$ cat config.mk
export PLATFORM = sky130hd
export DESIGN_NAME = adc_sequencer
export DESIGN_NICKNAME = d
export VERILOG_FILES = /design/src/rtl/adc_sequencer.sv
export SDC_FILE = /design/constraint.sdc
export NUM_CORES = 1
export LEC_CHECK = 0
export CAP_MARGIN = 20
export CORE_ASPECT_RATIO = 0.7
export CORE_MARGIN = 2
export CORE_UTILIZATION = 40
export CTS_CLUSTER_DIAMETER = 80
export CTS_CLUSTER_SIZE = 24
export DETAILED_ROUTE_END_ITERATION = 10
export PLACE_DENSITY = 0.67
export RECOVER_POWER = 50
export SLEW_MARGIN = 10
export SYNTH_ARGS = -nofsm -noshare
export SYNTH_HDL_FRONTEND = slang
export SYNTH_SLANG_ARGS = --single-unit
$ cat constraint.sdc
create_clock -name clk -period 8.19 [get_ports clk]
set_clock_uncertainty 0.15 [all_clocks]
set_input_delay 1.638 -clock clk [delete_from_list [all_inputs] [get_ports clk]]
set_output_delay 1.638 -clock clk [all_outputs]
set_load 0.005 [all_outputs]
$ cat src/rtl/adc_sequencer.sv
`default_nettype none
// ============================================================================
// Module   : adc_sequencer
// Purpose  : Periodic dual-slope ADC conversion sequencer with conversion
//            watchdog and automatic down-ramp range shifting.
// Revision : 1.0 - initial release
// ============================================================================
module adc_sequencer #(
  parameter int unsigned PERIOD    = 650000,
  parameter int unsigned TIMEOUT   = 1300000,
  parameter int unsigned HI_LIMIT  = 1023,
  parameter int unsigned LO_LIMIT  = 240,
  parameter int unsigned MAX_RETRY = 3
) (
  input  logic        clk,
  input  logic        reset,
  input  logic        enable,
  input  logic        err_clear,
  input  logic        conv_done,
  input  logic [19:0] down_ramp_time,
  output logic        start_conv,
  output logic [19:0] sample,
  output logic        sample_valid,
  output logic [1:0]  range_shift,
  output logic        range_sat,
  output logic        timeout_fault,
  output logic        busy
);

  localparam logic [20:0] c_period_last  = 21'(PERIOD - 1);
  localparam logic [20:0] c_timeout_last = 21'(TIMEOUT - 1);
  localparam logic [20:0] c_max_retry    = 21'(MAX_RETRY);
  localparam logic [19:0] c_hi_limit     = 20'(HI_LIMIT);
  localparam logic [19:0] c_lo_limit     = 20'(LO_LIMIT);

  typedef enum logic [2:0] {
    S_IDLE    = 3'd0,
    S_WAIT    = 3'd1,
    S_START   = 3'd2,
    S_CONVERT = 3'd3,
    S_CHECK   = 3'd4
  } state_t;

  state_t      r_state;
  state_t      w_next;
  logic [20:0] r_period_cnt;
  logic [20:0] r_wd_cnt;
  logic [20:0] r_retry;
  logic [19:0] r_latched;
  logic [19:0] r_sample;
  logic [1:0]  r_shift;
  logic        r_sample_valid;
  logic        r_range_sat;
  logic        r_fault;

  logic [19:0] w_shifted;
  logic        w_above;
  logic        w_below;
  logic        w_can_retry;
  logic        w_range_up;
  logic        w_range_dn;
  logic        w_accept;
  logic        w_timeout;

  assign w_shifted   = r_latched >> r_shift;
  assign w_above     = w_shifted > c_hi_limit;
  assign w_below     = w_shifted < c_lo_limit;
  assign w_can_retry = r_retry < c_max_retry;
  assign w_range_up  = w_above && (r_shift != 2'd3) && w_can_retry;
  assign w_range_dn  = !w_range_up && w_below && (r_shift != 2'd0) && w_can_retry;

  always_comb begin
    w_next    = r_state;
    w_accept  = 1'b0;
    w_timeout = 1'b0;
    case (r_state)
      S_IDLE: begin
        if (enable) w_next = S_START;
      end
      S_WAIT: begin
        if (!enable)                             w_next = S_IDLE;
        else if (r_period_cnt == c_period_last) w_next = S_START;
      end
      S_START: begin
        w_next = S_CONVERT;
      end
      S_CONVERT: begin
        // A conv_done arriving on the watchdog's last cycle still counts.
        if (conv_done) begin
          w_next = S_CHECK;
        end else if (r_wd_cnt == c_timeout_last) begin
          w_timeout = 1'b1;
          w_next    = enable ? S_WAIT : S_IDLE;
        end
      end
      S_CHECK: begin
        if (w_range_up || w_range_dn) begin
          w_next = S_START;
        end else begin
          w_accept = 1'b1;
          w_next   = enable ? S_WAIT : S_IDLE;
        end
      end
      default: w_next = S_IDLE;
    endcase
  end

  always_ff @(posedge clk or posedge reset) begin
    if (reset) begin
      r_state        <= S_IDLE;
      r_period_cnt   <= '0;
      r_wd_cnt       <= '0;
      r_retry        <= '0;
      r_latched      <= '0;
      r_sample       <= '0;
      r_shift        <= '0;
      r_sample_valid <= 1'b0;
      r_range_sat    <= 1'b0;
      r_fault        <= 1'b0;
    end else begin
      r_state <= w_next;

      // Both counters restart on every entry to START, including retries.
      if (w_next == S_START)                r_period_cnt <= '0;
      else if (r_period_cnt == c_period_last) r_period_cnt <= '0;
      else                                  r_period_cnt <= r_period_cnt + 21'd1;

      if (w_next == S_START)
        r_wd_cnt <= '0;
      else if (r_state == S_START || r_state == S_CONVERT)
        r_wd_cnt <= r_wd_cnt + 21'd1;

      if (r_state == S_CONVERT && conv_done) r_latched <= down_ramp_time;

      if (r_state == S_CHECK && w_range_up) r_shift <= r_shift + 2'd1;
      if (r_state == S_CHECK && w_range_dn) r_shift <= r_shift - 2'd1;

      if (r_state == S_CHECK && (w_range_up || w_range_dn)) r_retry <= r_retry + 21'd1;
      else if (w_accept || w_timeout)                        r_retry <= '0;

      r_sample_valid <= w_accept;
      if (w_accept) begin
        r_sample    <= w_shifted;
        r_range_sat <= w_above || w_below;
      end

      if (w_timeout)      r_fault <= 1'b1;
      else if (err_clear) r_fault <= 1'b0;
    end
  end

  assign start_conv    = (r_state == S_START);
  assign busy          = (r_state == S_START) || (r_state == S_CONVERT) || (r_state == S_CHECK);
  assign sample        = r_sample;
  assign sample_valid  = r_sample_valid;
  assign range_shift   = r_shift;
  assign range_sat     = r_range_sat;
  assign timeout_fault = r_fault;

endmodule
`default_nettype wire

==> metrics.cfg, run 1 <==
[routing]
drtAntennaViolNets = 0
drtIter0Drc = 237
vias = 4124
wl_per_cell_um = 15.9
topRoutingLayerUsed = met4
viasPerCell = 5.52
met2_length_um = 5210
dr.pass1.iters = 4
drcViolationCount = 0
wl_met1_um = 5940
wl_met3_um = 586
drt-total-wl_um = 11900

[setup_path]
worst_r2r_endpoint = sample[18]
timing.rr.start = range_shift[1]
cp_slowest_stage_delay_ns = 0.85
ff2ff_path_depth = 8
r2r_setup_slack_ns = 4.17
path_class = flip-flop to output port
cpMaxStageDelayCell = clkbuf_1
worstPathMaxFanout = 18
cp_cell_sequence = clkbuf_1 > clkdlybuf4s50_1
cp_data_required_time_ns = 6.40
start_kind = flip-flop
worstSetupEndpointType = output port
crit_arrival_ns = 2.51

[sta]
min_period_ns = 4.30
slew_headroom = 0.0432
setup_viol_count_final = 0
worst_pin_slew_ns = 1.44
fmax_mhz = 232
finalMaxSlewViolations = 0
finalSetupTns_ns = 0
grt_setup_unrepaired = no
fin_crit_sh = 0.525
hold_viol = 0

[cells_and_area]
multi_input_area_mm2 = 0.00262
nFillCells = 1189
seq_area_mm2 = 0.00278
nNetsFinal = 586
drive_gt1_frac = 0.105
area_delta_synth_final_pct = 18.4
diodes = 0
post-route-util = 0.492

[yosys]
yosysUniqueCellTypes = 54
ys_async_sr_fraction = 1.00
synth_compound_area_frac = 0.0609
synth_area_mm2 = 0.00555
syn-num-nets = 540
synth_seq_area_share = 0.500
synth_xor_xnor_area_share = 0.0615
synth_top_family_by_area = simple AND/OR/NAND/NOR gates
yosys_warnings = 0
synthAdderAreaFrac = 0.00676
synth_ff_type = dfrtp_1
synthCells = 512
synth-simple-area-share = 0.205
synth.area.mux_share = 0.136
ys_ff_latch = 111
synth_edf_count = 0
syn-mean-instance-area_um2 = 10.8

[power_and_ir_drop]
peakVddDrop_mv = 0.139
seqPwrFrac = 0.442
p_sw_frac = 0.331
p_clk_frac = 0.237
p_leak_nw = 2.71
switchingPower_mw = 0.613
combPwrFrac = 0.321
power.density_mw_per_mm2 = 282
p_int_mw = 1.24

[global_routing]
grt.total_usage = 0.167
grt_overflow = 0
antenna_found_initial = 0
grt_pass1_vias = 3966
grt_max_degree = 82
grt_pass1_wl_um = 19600

[floorplan]
initial_core_util = 0.416
core_area_mm2 = 0.0134
ios = 52
row_count = 35
dieArea_mm2 = 0.0148
die_w_um = 145
die_h_um = 103

[worst_hold_path]
worstHoldPathCells = 1
holdPathEnd = sample[17]
worstHoldStart = sample[17]
hold_path.class = flip-flop to flip-flop

[clocking]
cts_sinks = 111
clock_latency_ns = 0.35
ctsHoldBuffers = 0
clockRootBuffer = clkbuf_16
postCtsSetupRepairBufs = 0
clk_pin_slew_worst_paths_ns = 0.08
cts_tree = built
numCtsBuffers = 9
cts_resized = 0
clockBufferDepth = 2
h-tree-depth = 3

[outcome]
status = complete, no violations

[placed_design]
portBuffers = 51
hpwl_um = 8140
gp_congestion = 0.825

[run]
maxCapViolCount = 0

## power by group through the flow
stage	registers (mW)	clock network, mW	logic [mW]
2_1_floorplan	0.788	0	0.394
3_3_place_gp	0.818	0	0.588
3_5_place_dp	0.828	0	0.605
4_1_cts	0.817	0.452	0.606
5_1_grt	0.838	0.475	0.659
6_report	0.819	0.439	0.593
## metal layers
metal | track usage | vias up
met5 | 0 | -
met4 | 0.0388 | 0
met3 | 0.0395 | 11
met2 | 0.255 | 107
met1 | 0.243 | 2034
li1 | - | 1972
## worst max-delay path, delay by kind of cell (launching register included)
kind | cells | cell delay (ns)
buffers and inverters | 2 | 1.51
DFF | 1 | 0.66
## flip-flops by register name (all words and copies together), names as in the netlist
register       count
r_period_cnt      21
r_retry           21
r_wd_cnt          21
r_latched         20
sample            20
r_state            3
range_shift        2
range_sat          1
sample_valid       1
timeout_fault      1
## synthesized netlist by cell type (5+ instances only)
cell | instances | area [um2]
nand2_1 | 30 | 113
buf_1 | 5 | 18.8
inv_1 | 15 | 56.3
or3_1 | 5 | 31.3
nand3_1 | 16 | 80.1
dfrtp_1 | 111 | 2780
o21ai_0 | 12 | 60.1
nor3_1 | 48 | 240
nor4b_1 | 5 | 43.8
buf_2 | 7 | 35.0
xor2_1 | 14 | 123
nor2_1 | 21 | 78.8
mux2_2 | 26 | 293
mux4_2 | 5 | 113
nor4_1 | 22 | 138
clkbuf_1 | 14 | 52.6
and3_1 | 13 | 81.3
xnor2_1 | 25 | 219
mux2_1 | 17 | 191
mux2i_1 | 16 | 160
nand4_1 | 15 | 93.8
## worst max path at each step
stage	startpoint	to	slack (ns)
final	range_shift[1]	range_shift[1]	3.89
after global routing	reset	r_latched[18]	3.63
after detailed placement	conv_done	r_retry[20]	4.08
after global placement	conv_done	r_retry[20]	4.19
after CTS	r_state[0]	busy	4.34
after floorplan	reset	r_latched[0]	3.47
## area by class of cell
class / count / share of cell area
Clock buffer: 9 / 0.0343
Clock inverter: 6 / 0.0107
Inverter: 15 / 0.00876
Multi-Input combinational cell: 360 / 0.398
Sequential cell: 111 / 0.423
Tap cell: 185 / 0.0352
Timing Repair Buffer: 61 / 0.0902
## layout by cell type (no fill, tap or decap), types with 14 or more instances in the layout
cell type	n
nand4_1	15
nor4_1	22
nand2_1	30
xnor2_1	25
clkdlybuf4s50_1	38
mux2_2	26
nand3_1	16
inv_1	14
xor2_1	14
mux2i_1	16
dfrtp_1	111
nor2_1	20
nor3_1	48
mux2_1	17
## per-stage QoR
| step | hold slack (ns) | setup slack, ns | power, mW | std cells | cell area, um2 |
|---|---|---|---|---|---|
| finish | 0.331 | 3.89 | 1.85 | 747 | 6570 |
| global route | 0.346 | 3.63 | 1.97 | 747 | 6570 |
| CTS | 0.343 | 4.34 | 1.88 | 744 | 6550 |
| detailed placement | 0.325 | 4.08 | 1.43 | 729 | 6250 |
| global placement | 0.316 | 4.19 | 1.41 | 729 | 6250 |
| floorplan | 0.325 | 3.47 | 1.18 | 512 | 5550 |
## logic make-up (layout without fill, tap and decap cells)
logic type,count (synthesis),in the layout
and+or+nand+nor,206,206
adders and majority gates,3,3
DFF,111,111
AOI/OAI and AO/OA,48,48
xor gates and xnor gates,39,39
muxes,64,64
buffers and inverters,41,91
(Power assumes the default switching activity.)
==> inputs of run 2 (changes only) <==
==> constraint.sdc (replaced) <==
create_clock -name clk -period 4 [get_ports clk]
set_clock_uncertainty 0.15 [all_clocks]
set_input_delay 0.8 -clock clk [delete_from_list [all_inputs] [get_ports clk]]
set_output_delay 0.8 -clock clk [all_outputs]
set_load 0.005 [all_outputs]
==> run 2 against run 1 <==
Effect of this change: the run now ends with max-capacitance violations, max-slew violations left; die area unchanged; first-iteration DRC count up 54%; clock power up 97%; sequential power up 110%; routed wire length up 3.6%; hold slack better by 0.016 ns; critical endpoint is now sample[11]; largest power group unchanged.
==> metrics.cfg, run 2 (synthesized netlist as in run 1, its figures left out) <==
[routing]
dr.pass1.iters = 4
viasPerCell = 5.56
drtIter0Drc = 365
wl_per_cell_um = 16.4
vias = 4153
drtAntennaViolNets = 0
drcViolationCount = 0
drt-total-wl_um = 12300

[setup_path]
cp_data_required_time_ns = 4.12
cp_slowest_stage_delay_ns = 0.57
start_kind = flip-flop
critical-path-top-delay-family = compound AO/OA/AOI/OAI gates
worstSetupEndpointType = flip-flop
cpMaxStageDelayCell = mux4_2
timing.rr.start = range_shift[0]
path_buf_inv = 1
worstPathMaxFanout = 20
crit_arrival_ns = 3.60
crit_path_start = range_shift[0]
cp_cell_sequence = mux4_2 > nor4_1 > o2111ai_1 > a211oi_1 > o31a_2 > buf_4 > mux2i_1
path_class = flip-flop to flip-flop

[floorplan]
initial_core_util = 0.416
ios = 52
core_area_mm2 = 0.0134
row_count = 35
die_w_um = 145
die_h_um = 103
dieArea_mm2 = 0.0148

[placed_design]
hpwl_um = 8550
portBuffers = 51
dp.cells = 733
gp_congestion = 0.811

[cells_and_area]
reg.largest.list = r_period_cnt (21), r_retry (21), r_wd_cnt (21)
area_delta_synth_final_pct = 18.3
layout_common_cells = dfrtp_1 (111), clkdlybuf4s50_1 (49), nor3_1 (48), nand2_1 (30), mux2_2 (26)
instances_no_fill = 747
final_common_cell = dfrtp_1
drive_gt1_frac = 0.107
diodes = 0
nNetsFinal = 588

[power_and_ir_drop]
combPwrFrac = 0.327
p_int_mw = 2.54
power.density_mw_per_mm2 = 579
p_leak_nw = 2.68
p_sw_frac = 0.331
peakVddDrop_mv = 0.235
seqPwrFrac = 0.446
switchingPower_mw = 1.26
p_clk_frac = 0.227

[sta]
finalSetupTns_ns = 0
slew_headroom = -0.349
min_period_ns = 3.48
fmax_mhz = 288
hold_viol = 0
setup_viol_count_final = 0
grt_setup_unrepaired = no
finalMaxSlewViolations = 52
worst_pin_slew_ns = 2.02
fin_crit_sh = 0.869

[clocking]
numCtsBuffers = 9
postCtsSetupRepairBufs = 0
clock_latency_ns = 0.35
h-tree-depth = 3
clk_pin_slew_worst_paths_ns = 0.07
clockRootBuffer = clkbuf_16
ctsHoldBuffers = 0
cts_resized = 0
cts_tree = built
cts_sinks = 111
clockBufferDepth = 2

[global_routing]
grt_pass1_wl_um = 20000
grt_pass1_vias = 3975
grt_overflow = 0
antenna_found_initial = 0
grt_max_degree = 53
grt.total_usage = 0.171

[outcome]
status = finished, violations left
violations = max-capacitance violations, max-slew violations

[worst_hold_path]
worstHoldStart = sample[0]
hold_path.class = flip-flop to flip-flop

[run]
maxCapViolCount = 1

run 2: layout make-up:
type,count,area [um2]
Fill cell,1195,6790
Sequential cell,111,2780
Multi-Input combinational cell,360,2620
Timing Repair Buffer,63,604
Tap cell,185,231
Clock buffer,9,225
Inverter,15,56.3
Clock inverter,4,50.0
run 2: path summary, 6_finish.rpt:
path                                     to  slack (ns)  cells after the start
setup / recovery                 sample[11]        0.52                      7
hold / removal                    sample[0]        0.35                      1
setup reg to reg                 sample[11]        0.52                      7
hold reg to reg                   sample[0]        0.35                      1
max in group asynchronous  r_period_cnt[18]        0.87                      3
min in group asynchronous      r_wd_cnt[12]        1.42                      2
run 2: metal layers:
metal / wire, um / global-route usage
met3: 615 / 0.0390
met1: 6170 / 0.250
met2: 5420 / 0.266
met5: 0 / 0
met4: 88 / 0.0336
run 2: stage by stage:
| stage | area (um2) | worst slack, ns | util | total power [mW] | hold slack (ns) |
|---|---|---|---|---|---|
| CTS | 6570 | 0.199 | 0.492 | 3.83 | 0.352 |
| detailed placement | 6290 | 0.225 | 0.471 | 2.96 | 0.337 |
| global route | 6570 | 0.308 | 0.492 | 4.03 | 0.366 |
| floorplan | 5550 | 0.119 | - | 2.42 | 0.325 |
| global placement | 6290 | 0.347 | 0.471 | 2.91 | 0.326 |
| finish | 6570 | 0.522 | 0.492 | 3.80 | 0.347 |
run 2: power groups by stage:
stage          combinational (mW)  clock (mW)  sequential [mW]
6_report                     1.24       0.863             1.70
3_5_place_dp                 1.25           0             1.71
2_1_floorplan               0.807           0             1.61
4_1_cts                      1.26       0.888             1.69
5_1_grt                      1.38       0.923             1.73
3_3_place_gp                 1.22           0             1.69
